## src/rtl/optical_rx_deframer.sv

```systemverilog
// optical_rx_deframer: recovers start/8N/stop bytes from the optical line and
// buffers them in a small byte FIFO with a valid/ready output.
// Define OPTRX_GLITCH_FILTER_EN for 2-of-3 majority bit sampling.
module optical_rx_deframer #(
  parameter int CPB        = 4,
  parameter int FIFO_DEPTH = 4
) (
  input  logic       clk,
  input  logic       rst,
  input  logic       data_in,
  output logic [7:0] rx_data,
  output logic       rx_valid,
  input  logic       rx_ready,
  output logic       frame_err,
  output logic       overflow,
  output logic       busy
);

  localparam int          PTR_W   = $clog2(FIFO_DEPTH);
  localparam int          CW      = $clog2(CPB);
  localparam int unsigned DEPTH_U = FIFO_DEPTH;
`ifdef OPTRX_GLITCH_FILTER_EN
  localparam logic [CW-1:0] START_LD = CW'(CPB / 2);
`else
  localparam logic [CW-1:0] START_LD = CW'(CPB / 2 - 1);
`endif
  localparam logic [CW-1:0] BIT_LD = CW'(CPB - 1);

  typedef enum logic [1:0] {IDLE, START, DATA, STOP} state_t;

  logic             sync1, ds, ds_d;
  logic [1:0]       fill;
  logic             samp;

  state_t           state, state_nxt;
  logic [CW-1:0]    cnt, cnt_nxt;
  logic [2:0]       bit_idx, bit_nxt;
  logic [7:0]       shift, shift_nxt;
  logic             push_req, err_req;
  logic             tick;

  logic [7:0]       mem [FIFO_DEPTH];
  logic [PTR_W-1:0] wr_ptr, rd_ptr;
  logic [PTR_W:0]   count;
  logic             full, pop, push_ok;

  // ds_d is held at 1 until the synchronizer has flushed its reset zeros,
  // so a line that is already high at release is not taken as a rising edge.
  always_ff @(posedge clk or negedge rst) begin
    if (!rst) begin
      sync1 <= 1'b0;
      ds    <= 1'b0;
      ds_d  <= 1'b1;
      fill  <= '0;
    end else begin
      sync1 <= data_in;
      ds    <= sync1;
      fill  <= {fill[0], 1'b1};
      ds_d  <= fill[1] ? ds : 1'b1;
    end
  end

`ifdef OPTRX_GLITCH_FILTER_EN
  logic ds_dd;

  always_ff @(posedge clk or negedge rst) begin
    if (!rst) begin
      ds_dd <= 1'b1;
    end else begin
      ds_dd <= ds_d;
    end
  end

  assign samp = (ds & ds_d) | (ds & ds_dd) | (ds_d & ds_dd);
`else
  assign samp = ds;
`endif

  assign tick = (cnt == '0);

  always_ff @(posedge clk or negedge rst) begin
    if (!rst) begin
      state     <= IDLE;
      cnt       <= '0;
      bit_idx   <= '0;
      shift     <= '0;
      frame_err <= 1'b0;
      overflow  <= 1'b0;
    end else begin
      state     <= state_nxt;
      cnt       <= cnt_nxt;
      bit_idx   <= bit_nxt;
      shift     <= shift_nxt;
      frame_err <= err_req;
      overflow  <= push_req && full && !pop;
    end
  end

  always_comb begin
    state_nxt = state;
    cnt_nxt   = cnt;
    bit_nxt   = bit_idx;
    shift_nxt = shift;
    push_req  = 1'b0;
    err_req   = 1'b0;
    if (state != IDLE) begin
      cnt_nxt = cnt - 1'b1;
    end
    case (state)
      IDLE: begin
        if (ds && !ds_d) begin
          bit_nxt   = '0;
          cnt_nxt   = START_LD;
          state_nxt = START;
        end
      end
      START: begin
        if (tick) begin
          if (samp) begin
            cnt_nxt   = BIT_LD;
            state_nxt = DATA;
          end else begin
            state_nxt = IDLE;
          end
        end
      end
      DATA: begin
        if (tick) begin
          shift_nxt[bit_idx] = samp;
          cnt_nxt            = BIT_LD;
          bit_nxt            = 3'(bit_idx + 3'd1);
          if (bit_idx == 3'd7) begin
            state_nxt = STOP;
          end
        end
      end
      STOP: begin
        if (tick) begin
          if (samp) begin
            err_req = 1'b1;
          end else begin
            push_req = 1'b1;
          end
          state_nxt = IDLE;
        end
      end
      default: state_nxt = IDLE;
    endcase
  end

  assign full     = (count == (PTR_W + 1)'(FIFO_DEPTH));
  assign rx_valid = (count != '0);
  assign rx_data  = mem[rd_ptr];
  assign pop      = rx_valid && rx_ready;
  assign push_ok  = push_req && (!full || pop);
  assign busy     = (state != IDLE);

  // When full, a same-edge pop frees the head slot, which is also the write slot.
  always_ff @(posedge clk or negedge rst) begin
    if (!rst) begin
      for (int unsigned i = 0; i < DEPTH_U; i++) begin
        mem[i] <= '0;
      end
      wr_ptr <= '0;
      rd_ptr <= '0;
      count  <= '0;
    end else begin
      if (push_ok) begin
        mem[wr_ptr] <= shift;
        wr_ptr      <= wr_ptr + 1'b1;
      end
      if (pop) begin
        rd_ptr <= rd_ptr + 1'b1;
      end
      case ({push_ok, pop})
        2'b10:   count <= count + 1'b1;
        2'b01:   count <= count - 1'b1;
        default: count <= count;
      endcase
    end
  end

endmodule

```

## config.mk

```make
export PLATFORM = sky130hd
export DESIGN_NAME = optical_rx_deframer
export DESIGN_NICKNAME = d
export VERILOG_FILES = /design/src/rtl/optical_rx_deframer.sv
export SDC_FILE = /design/constraint.sdc
export NUM_CORES = 1
export LEC_CHECK = 0
export CAP_MARGIN = 25
export CORE_ASPECT_RATIO = 1.75
export CORE_MARGIN = 3
export CORE_UTILIZATION = 28
export DETAILED_ROUTE_END_ITERATION = 10
export PLACE_DENSITY = 0.49
export SYNTH_ARGS = -nofsm -noshare
export SYNTH_HDL_FRONTEND = slang
export SYNTH_SLANG_ARGS = --single-unit
export TNS_END_PERCENT = 100
```

## constraint.sdc

```tcl
create_clock -name clk -period 2.52 [get_ports clk]
set_input_delay 0.504 -clock clk [delete_from_list [all_inputs] [get_ports clk]]
set_output_delay 0.504 -clock clk [all_outputs]
set_load 0.01 [all_outputs]
```

* After elaboration in Yosys (flattened, before gate mapping)
Cells that the tools add are included.
Word-level totals: flip-flop bits (word level) 61, bits of input ports 4, logic and storage cells 95
Operators by class: add/sub/neg operators 6, $lt $le $gt $ge 5, equality and inequality tests 12, multiplexer cells 33, bitwise logic cells 2, reductions and logical operators 20
Operator list (number):
- 32-bit bitwise mux | 1
- 8-bit two-way mux | 3
- 2-bit two-way mux | 11
- 8-bit binary-select mux with 2-bit select | 1
- 8-bit demux with 2-bit select | 1
- 3-bit one-hot mux with 2 select lines | 2
- 2-bit != test (second input constant) | 5
- 8-bit bitwise mux | 1
- 1-bit two-way mux | 8
- 2-bit one-hot mux with 4 select lines | 1
- 1-bit logical AND | 7
- 3-bit by 1-bit adder with 3-bit output (second input constant) | 2
- 2-bit equality test (second input constant) | 3
- 3-bit equality test (second input constant) | 2
- 3-bit >= comparator (second input constant) | 2
- 3-bit two-way mux | 2
- 2-bit inverter with 3-bit output | 2
- 2-bit one-hot mux with 3 select lines | 1
- 2-bit nonzero test | 3
- 5-bit AND reduction | 1
- 2-bit by 1-bit adder with 2-bit output (second input constant) | 2
- 2-bit by 1-bit equality test with 1-bit output (second input constant) | 2
- 2-bit logical NOT | 2
- 3-bit by 4-bit < comparator with 1-bit output (second input constant) | 1
- other kinds (10) | 12

* Depth between registers and ports, before layout
Gate-level depths: netlist (run 1).
word-level depth 6, mapped depth 11

* Least setup slack after synthesis (run 1)
Ideal clock, no wire load.
path kind input port to flip-flop, start input port rx_ready, end register count[2], setup time 0.079 ns, arrival time 2.198 ns, setup slack 0.242 ns, cell stages on the path 9, path through or4b_1 > buf_6 > nand2_2 > ha_1 > inv_1 > fa_1 > xor2_1 > nor2_1 > xor2_1
Between the ends: cells in the longest elaborated chain, start to end 5, elaborated cells between the ends (all ways) 7, classes of those cells eq/ne (2); mux (1); reduce/logical (4)
RTL lines:
- from (decl) | RTL line 13 | input logic rx_ready,
- 1-bit logical AND * | RTL line 154 | assign pop = rx_valid && rx_ready;
- 1-bit logical OR | RTL line 155 | assign push_ok = push_req && (!full || pop);
- 1-bit logical AND | RTL line 155
- 2-bit by 1-bit equality test with 1-bit output / 2-bit equality test (equally long branches) | RTL line 175 | case ({push_ok, pop})
- 3-bit one-hot mux with 2 select lines / 2-bit nonzero test (equally long branches)
- to (signal assigned) | RTL line 176 | 2'b10: count <= count + 1'b1;
- to (signal assigned) | RTL line 177 | 2'b01: count <= count - 1'b1;
- to (signal assigned) | RTL line 178 | default: count <= count;
- to (decl) | RTL line 44 | logic [PTR_W:0] count;
Mark *: on every way between the ends. The rest lies on a longest branch, timed or not. A chain may end at the register's enable or synchronous reset.

* Worst setup path in the final report (run 1)
start register rd_ptr[0], end output port rx_data[0]
Between the ends: cells in the longest elaborated chain, start to end 4
RTL lines:
- from (decl) | RTL line 43 | logic [PTR_W-1:0] wr_ptr, rd_ptr;
- from (signal assigned) | RTL line 173 | rd_ptr <= rd_ptr + 1'b1;
- 2-bit inverter with 3-bit output (implied by the code) | RTL line 153 | assign rx_data = mem[rd_ptr];
- 8-bit binary-select mux with 2-bit select | RTL line 153
- 8-bit two-way mux (implied by the code) (2 in series) | RTL line 153
- to (decl) | RTL line 11 | output logic [7:0] rx_data,
Every way passes these cells. The select of a mux whose other input is x is not followed.

==> impl_metrics.env, run 1 <==
export IMPL_synth_top_flop_cell="dfrtp_1"
export IMPL_drc=0
export IMPL_pin_count=16
export IMPL_grt_pass1_vias=1745
export IMPL_finalClockSkew_ps=4.94
export IMPL_post_cts_buffers=0
export IMPL_power_mw=3.41
export IMPL_synthArstFlopShare=1.00
export IMPL_fin_crit_sh=0.955
export IMPL_worst_pin_slew_ps=538
export IMPL_syn_nets=214
export IMPL_ys_ff_latch=61
export IMPL_grt_max_degree=44
export IMPL_wl_per_cell_um=14.9
export IMPL_grt_pass1_wl_um=9080
export IMPL_syn_to_final_growth_pct=22.2
export IMPL_crit_start="rd_ptr[0]"
export IMPL_synth_edf_count=0
export IMPL_overflow=0
export IMPL_ys_types=42
export IMPL_drtPass1Iterations=4
export IMPL_period_minus_slack_ps=2410
export IMPL_initial_utilization=0.287
export IMPL_hold_buffers=0
export IMPL_p_leak_nw=1.59
export IMPL_vias_per_cell=4.50
export IMPL_regArea_sq_um=1530
export IMPL_num_antenna_cells=0
export IMPL_insertion_delay_ps=330
export IMPL_die_w_um=82.0
export IMPL_cts_root_buf="clkbuf_16"
export IMPL_fmax_ghz=0.416
export IMPL_r2r_start="count[1]"
export IMPL_cts_buffers=9
export IMPL_num_rows=48
export IMPL_multi_input_area_sq_um=1220
export IMPL_htree_levels=3
export IMPL_syn_area_sq_um=2830
export IMPL_syn_inst=201
export IMPL_p_per_area_nw_per_um2=986
export IMPL_crit_type="reg2out"
export IMPL_cpMaxStageDelayCell="mux4_2"
export IMPL_die_y_um=139
export IMPL_rsz0062_at_grt="false"
export IMPL_drive_gt1_frac=0.352
export IMPL_final_hold_viol_count=0
export IMPL_ant_nets=0
export IMPL_status="completed"
export IMPL_avgSynthCellArea_sq_um=14.1
export IMPL_fillers=1001
export IMPL_final_area_sq_um=3460
export IMPL_synth_warnings=0
export IMPL_nets=241
export IMPL_cp_start_kind="flip-flop"
export IMPL_antenna_found_initial=0
export IMPL_grtUsageTotal=0.108
export IMPL_routed_wl_um=5350
export IMPL_vias=1611
export IMPL_io_buffers=15
export IMPL_gp_congestion=0.674
export IMPL_cp_slowest_stage_delay_ps=530
export IMPL_final_util=0.351
export IMPL_core_sq_um=9850
export IMPL_irDropWorstVdd_uv=520
export IMPL_crit_arrival_ps=1900
export IMPL_first_iter_violations=60
export IMPL_worstSetupEndpointType="output pin"
export IMPL_finalSetupViolCount=0
export IMPL_die_area_sq_um=11400
export IMPL_crit_chain="buf_4 -> mux4_2 -> clkdlybuf4s50_1"
export IMPL_ctsResizeCount=0
export IMPL_hp_class="in2async"
export IMPL_setup_ws_ps=114
export IMPL_dpl_hpwl_um=3680
export IMPL_clockBufferDepth=2
export IMPL_yosysSeqAreaShare=0.540
export IMPL_cts_tree="built"
export IMPL_clock_sinks=61
export IMPL_crit_fanout=10
export IMPL_max_cap_viol_count=0
export IMPL_maxSlewHeadroom=0.641
export IMPL_drv_slew=0
export IMPL_postPlaceCellArea_sq_um=3170
export IMPL_clk_pin_slew_ps=50
export IMPL_dp_worst_setup_slack_ps=-92.6
export IMPL_required_ps=2020
-- metrics by stage --
| stage | hold slack, ps | TNS (ps) | instances |
|---|---|---|---|
| after floorplan | 208 | 0 | 201 |
| after global placement | 332 | -56.6 | 342 |
| after detailed placement | 339 | -92.6 | 342 |
| after CTS | 263 | 0 | 358 |
| after global routing | 302 | 0 | 358 |
| final | 238 | 0 | 358 |
-- per-layer routing --
metal | GRT usage | part of all wire | vias up
met5 | 0 | 0 | -
met4 | 0.0630 | 0.026 | 0
met3 | 0.0280 | 0.026 | 7
met2 | 0.177 | 0.53 | 18
met1 | 0.123 | 0.42 | 812
li1 | - | - | 774
-- path summary, 6_finish.rpt --
check                             endpoint  slack [ps]  cells past startpoint
worst max-delay path            rx_data[0]         110                      3
worst min-delay path                mem[1]         240                      2
worst max register to register    count[2]         370                      8
worst min register to register     fill[1]         350                      0
max in group asynchronous          mem[30]        1600                      3
min in group clk                   fill[1]         350                      0
-- cells in the mapped netlist, types with 2 or more instances --
cell,instances,share of area
a21oi_1,2,0.0035
a22o_1,5,0.015
buf_2,2,0.0035
clkbuf_1,6,0.0080
dfrtp_1,60,0.53
ha_1,8,0.035
inv_1,9,0.012
mux2_1,2,0.0080
mux2_2,39,0.16
mux4_2,8,0.064
nand2_1,9,0.012
nand2b_1,3,0.0066
nand3_1,2,0.0035
nand3_4,4,0.025
nand3b_1,2,0.0053
nor2_1,5,0.0066
nor2b_1,2,0.0044
nor3b_1,3,0.0080
o21ai_0,3,0.0053
xnor2_1,3,0.0093
xor2_1,3,0.0093
-- where the power goes --
part	leakage (nW)	switching [mW]	internal, mW
Clock	0.145	0.436	0.758
Combinational	0.633	0.415	0.449
Sequential	0.813	0.205	1.15
Total	1.59	1.06	2.35
-- state kept, by name (all words and copies together), names as in the netlist, named ones only --
signal     cells
fill           2
sync1          1
overflow       1
count          3
ds             1
frame_err      1
state          1
rd_ptr         2
ds_d           1
wr_ptr         2
bit_idx        3
shift          8
mem           32
cnt            2
-- area by class of cell --
| cell class | instances | share of cell area |
|---|---|---|
| Multi-Input combinational cell | 121 | 0.353 |
| Timing Repair Buffer | 26 | 0.0658 |
| Inverter | 9 | 0.00976 |
| Clock buffer | 9 | 0.0651 |
| Tap cell | 125 | 0.0452 |
| Sequential cell | 61 | 0.442 |
| Clock inverter | 7 | 0.0192 |
-- worst max-delay path: cells and delay by family (launching register included) --
family | cells | cell delay, ps
buffers and inverters | 2 | 720
DFF | 1 | 310
muxes | 1 | 530
-- placed cells by master (no fill, tap or decap), types with 3 or more instances in the layout --
cell type	count
nand3_4	4
o21ai_0	3
nand2b_1	3
mux4_2	8
xnor2_1	3
clkinv_2	4
dfrtp_1	60
inv_1	9
nor3b_1	3
xor2_1	3
nor2_1	5
clkdlybuf4s50_1	14
a22o_1	5
ha_1	8
nand2_1	9
clkbuf_16	9
buf_4	11
mux2_2	39
-- cell families after synthesis --
kind of cell             after synthesis  share of synthesized area
multiplexers                          50                      0.230
AO/OA/AOI/OAI                         17                     0.0451
adder cells (fa/ha/maj)                9                     0.0424
buffers and inverters                 19                     0.0287
other                                  1                    0.00132
flip-flops                            61                      0.540
AND/OR/NAND/NOR                       38                     0.0941
XOR/XNOR                               6                     0.0186
No activity file was read; power rests on OpenSTA's default activity.
==> run 2: changes to the inputs <==
--- a/config.mk
+++ b/config.mk
@@ -10,6 +10,7 @@
 export CORE_MARGIN = 3
 export CORE_UTILIZATION = 28
 export DETAILED_ROUTE_END_ITERATION = 10
+export MAX_ROUTING_LAYER = met4
 export PLACE_DENSITY = 0.49
 export SYNTH_ARGS = -nofsm -noshare
 export SYNTH_HDL_FRONTEND = slang
==> impl_metrics.env, run 2 (synthesized netlist as in run 1, its figures left out) <==
export IMPL_ctsResizeCount=0
export IMPL_ant_nets=0
export IMPL_postPlaceCellArea_sq_um=3170
export IMPL_switchingPower_mw=1.06
export IMPL_routed_wl_um=5350
export IMPL_reg_top3="mem: 32 flops, shift: 8 flops"
export IMPL_largest_register_ffs=32
export IMPL_cpMaxStageDelayCell="mux4_2"
export IMPL_initial_utilization=0.287
export IMPL_vias=1619
export IMPL_tns_ps=0
export IMPL_htree_levels=3
export IMPL_global_route_usage_met3=0.0299
export IMPL_final_hold_viol_count=0
export IMPL_core_sq_um=9850
export IMPL_insertion_delay_ps=330
export IMPL_nets=241
export IMPL_crit_fanout=10
export IMPL_maxSlewHeadroom=0.642
export IMPL_crit_arrival_ps=1910
export IMPL_pwr_share_seq=0.396
export IMPL_power_frac_comb=0.253
export IMPL_worst_pin_slew_ps=537
export IMPL_clockBufferDepth=2
export IMPL_cts_root_buf="clkbuf_16"
export IMPL_fin_crit_sh=0.957
export IMPL_status="completed"
export IMPL_p_per_area_nw_per_um2=986
export IMPL_pin_count=16
export IMPL_clock_sinks=61
export IMPL_grt_use_met1=0.123
export IMPL_cts_tree="built"
export IMPL_drv_slew=0
export IMPL_io_buffers=15
export IMPL_max_cap_viol_count=0
export IMPL_final_common_cell="dfrtp_1"
export IMPL_drtPass1Iterations=4
export IMPL_cp_slowest_stage_delay_ps=540
export IMPL_gp_congestion=0.681
export IMPL_hp_class="in2async"
export IMPL_hold_buffers=0
export IMPL_grtUsageTotal=0.112
export IMPL_grt_pass1_vias=1747
export IMPL_r2r_start="count[1]"
export IMPL_final_area_sq_um=3460
export IMPL_crit_chain="buf_4 -> mux4_2 -> clkdlybuf4s50_1"
export IMPL_drive_gt1_frac=0.352
export IMPL_clk_pin_slew_ps=50
export IMPL_cts_buffers=9
export IMPL_pwr_share_clk=0.351
export IMPL_cp_start_kind="flip-flop"
export IMPL_p_leak_nw=1.59
export IMPL_internal_power_mw=2.35
export IMPL_die_w_um=82.0
export IMPL_reg2reg_depth=8
export IMPL_overflow=0
export IMPL_grt_busiest_layer="met2"
export IMPL_required_ps=2020
export IMPL_crit_type="reg2out"
export IMPL_num_antenna_cells=0
export IMPL_cp_top_family="buffers and inverters"
export IMPL_num_rows=48
export IMPL_syn_to_final_growth_pct=22.2
export IMPL_swShare=0.309
export IMPL_irDropWorstVdd_uv=519
export IMPL_finalSetupViolCount=0
export IMPL_vias_per_cell=4.52
export IMPL_die_y_um=139
export IMPL_fmax_ghz=0.415
export IMPL_met2_usage=0.177
export IMPL_period_minus_slack_ps=2410
export IMPL_post_cts_buffers=0
export IMPL_first_iter_violations=55
export IMPL_rsz0062_at_grt="false"
export IMPL_dpl_hpwl_um=3680
export IMPL_wl_per_cell_um=14.9
export IMPL_drc=0
export IMPL_regMostFlops="mem"
export IMPL_worstReg2RegEnd="count[2]"
export IMPL_worstSetupEndpointType="output pin"
export IMPL_finalClockSkew_ps=4.35
export IMPL_path_buf_inv=2
export IMPL_layout_common_cells="dfrtp_1 (60), mux2_2 (39), clkdlybuf4s50_1 (14), buf_4 (11)"
export IMPL_grt_pass1_wl_um=9080
export IMPL_antenna_found_initial=0
export IMPL_grt_max_degree=44
export IMPL_worst_r2r_setup_slack_ps=360
export IMPL_die_area_sq_um=11400
run 2: power by group through the flow:
| stage | clock network [mW] | logic, mW | registers [mW] |
|---|---|---|---|
| floorplan | 0 | 0.696 | 1.26 |
| global placement | 0 | 0.866 | 1.36 |
| detailed placement | 0 | 0.884 | 1.37 |
| CTS | 1.23 | 0.887 | 1.36 |
| global route | 1.28 | 0.978 | 1.39 |
| finish | 1.20 | 0.863 | 1.35 |
run 2: area by class of cell:
cell class | instances | area [sq um]
Inverter | 9 | 33.8
Multi-Input combinational cell | 121 | 1220
Clock buffer | 9 | 225
Clock inverter | 7 | 66.3
Tap cell | 125 | 156
Timing Repair Buffer | 26 | 228
Sequential cell | 61 | 1530
Fill cell | 1001 | 6390
run 2: worst max path at each step:
stage | endpoint | start | cells past startpoint
after CTS | rx_data[0] | rd_ptr[0] | 3
after floorplan | count[2] | rx_ready | 9
after global placement | count[2] | rx_ready | 9
final | rx_data[0] | rd_ptr[0] | 3
after global routing | rx_data[0] | rd_ptr[0] | 3
after detailed placement | count[2] | rx_ready | 9
run 2: metrics by stage:
stage	utilization	cells	worst slack, ps	hold slack (ps)	total power [mW]
after floorplan	-	201	242	208	1.96
after global placement	0.322	342	-56.6	332	2.23
after detailed placement	0.322	342	-92.6	339	2.26
after CTS	0.351	358	61.2	263	3.48
after global routing	0.351	358	16.1	301	3.65
final	0.351	358	109	236	3.41
run 2: per-layer routing:
metal  up-vias  part of all wire
met1       819              0.41
met4         0             0.021
met2        15              0.54
met5         -                 0
li1        777                 -
met3         8             0.024
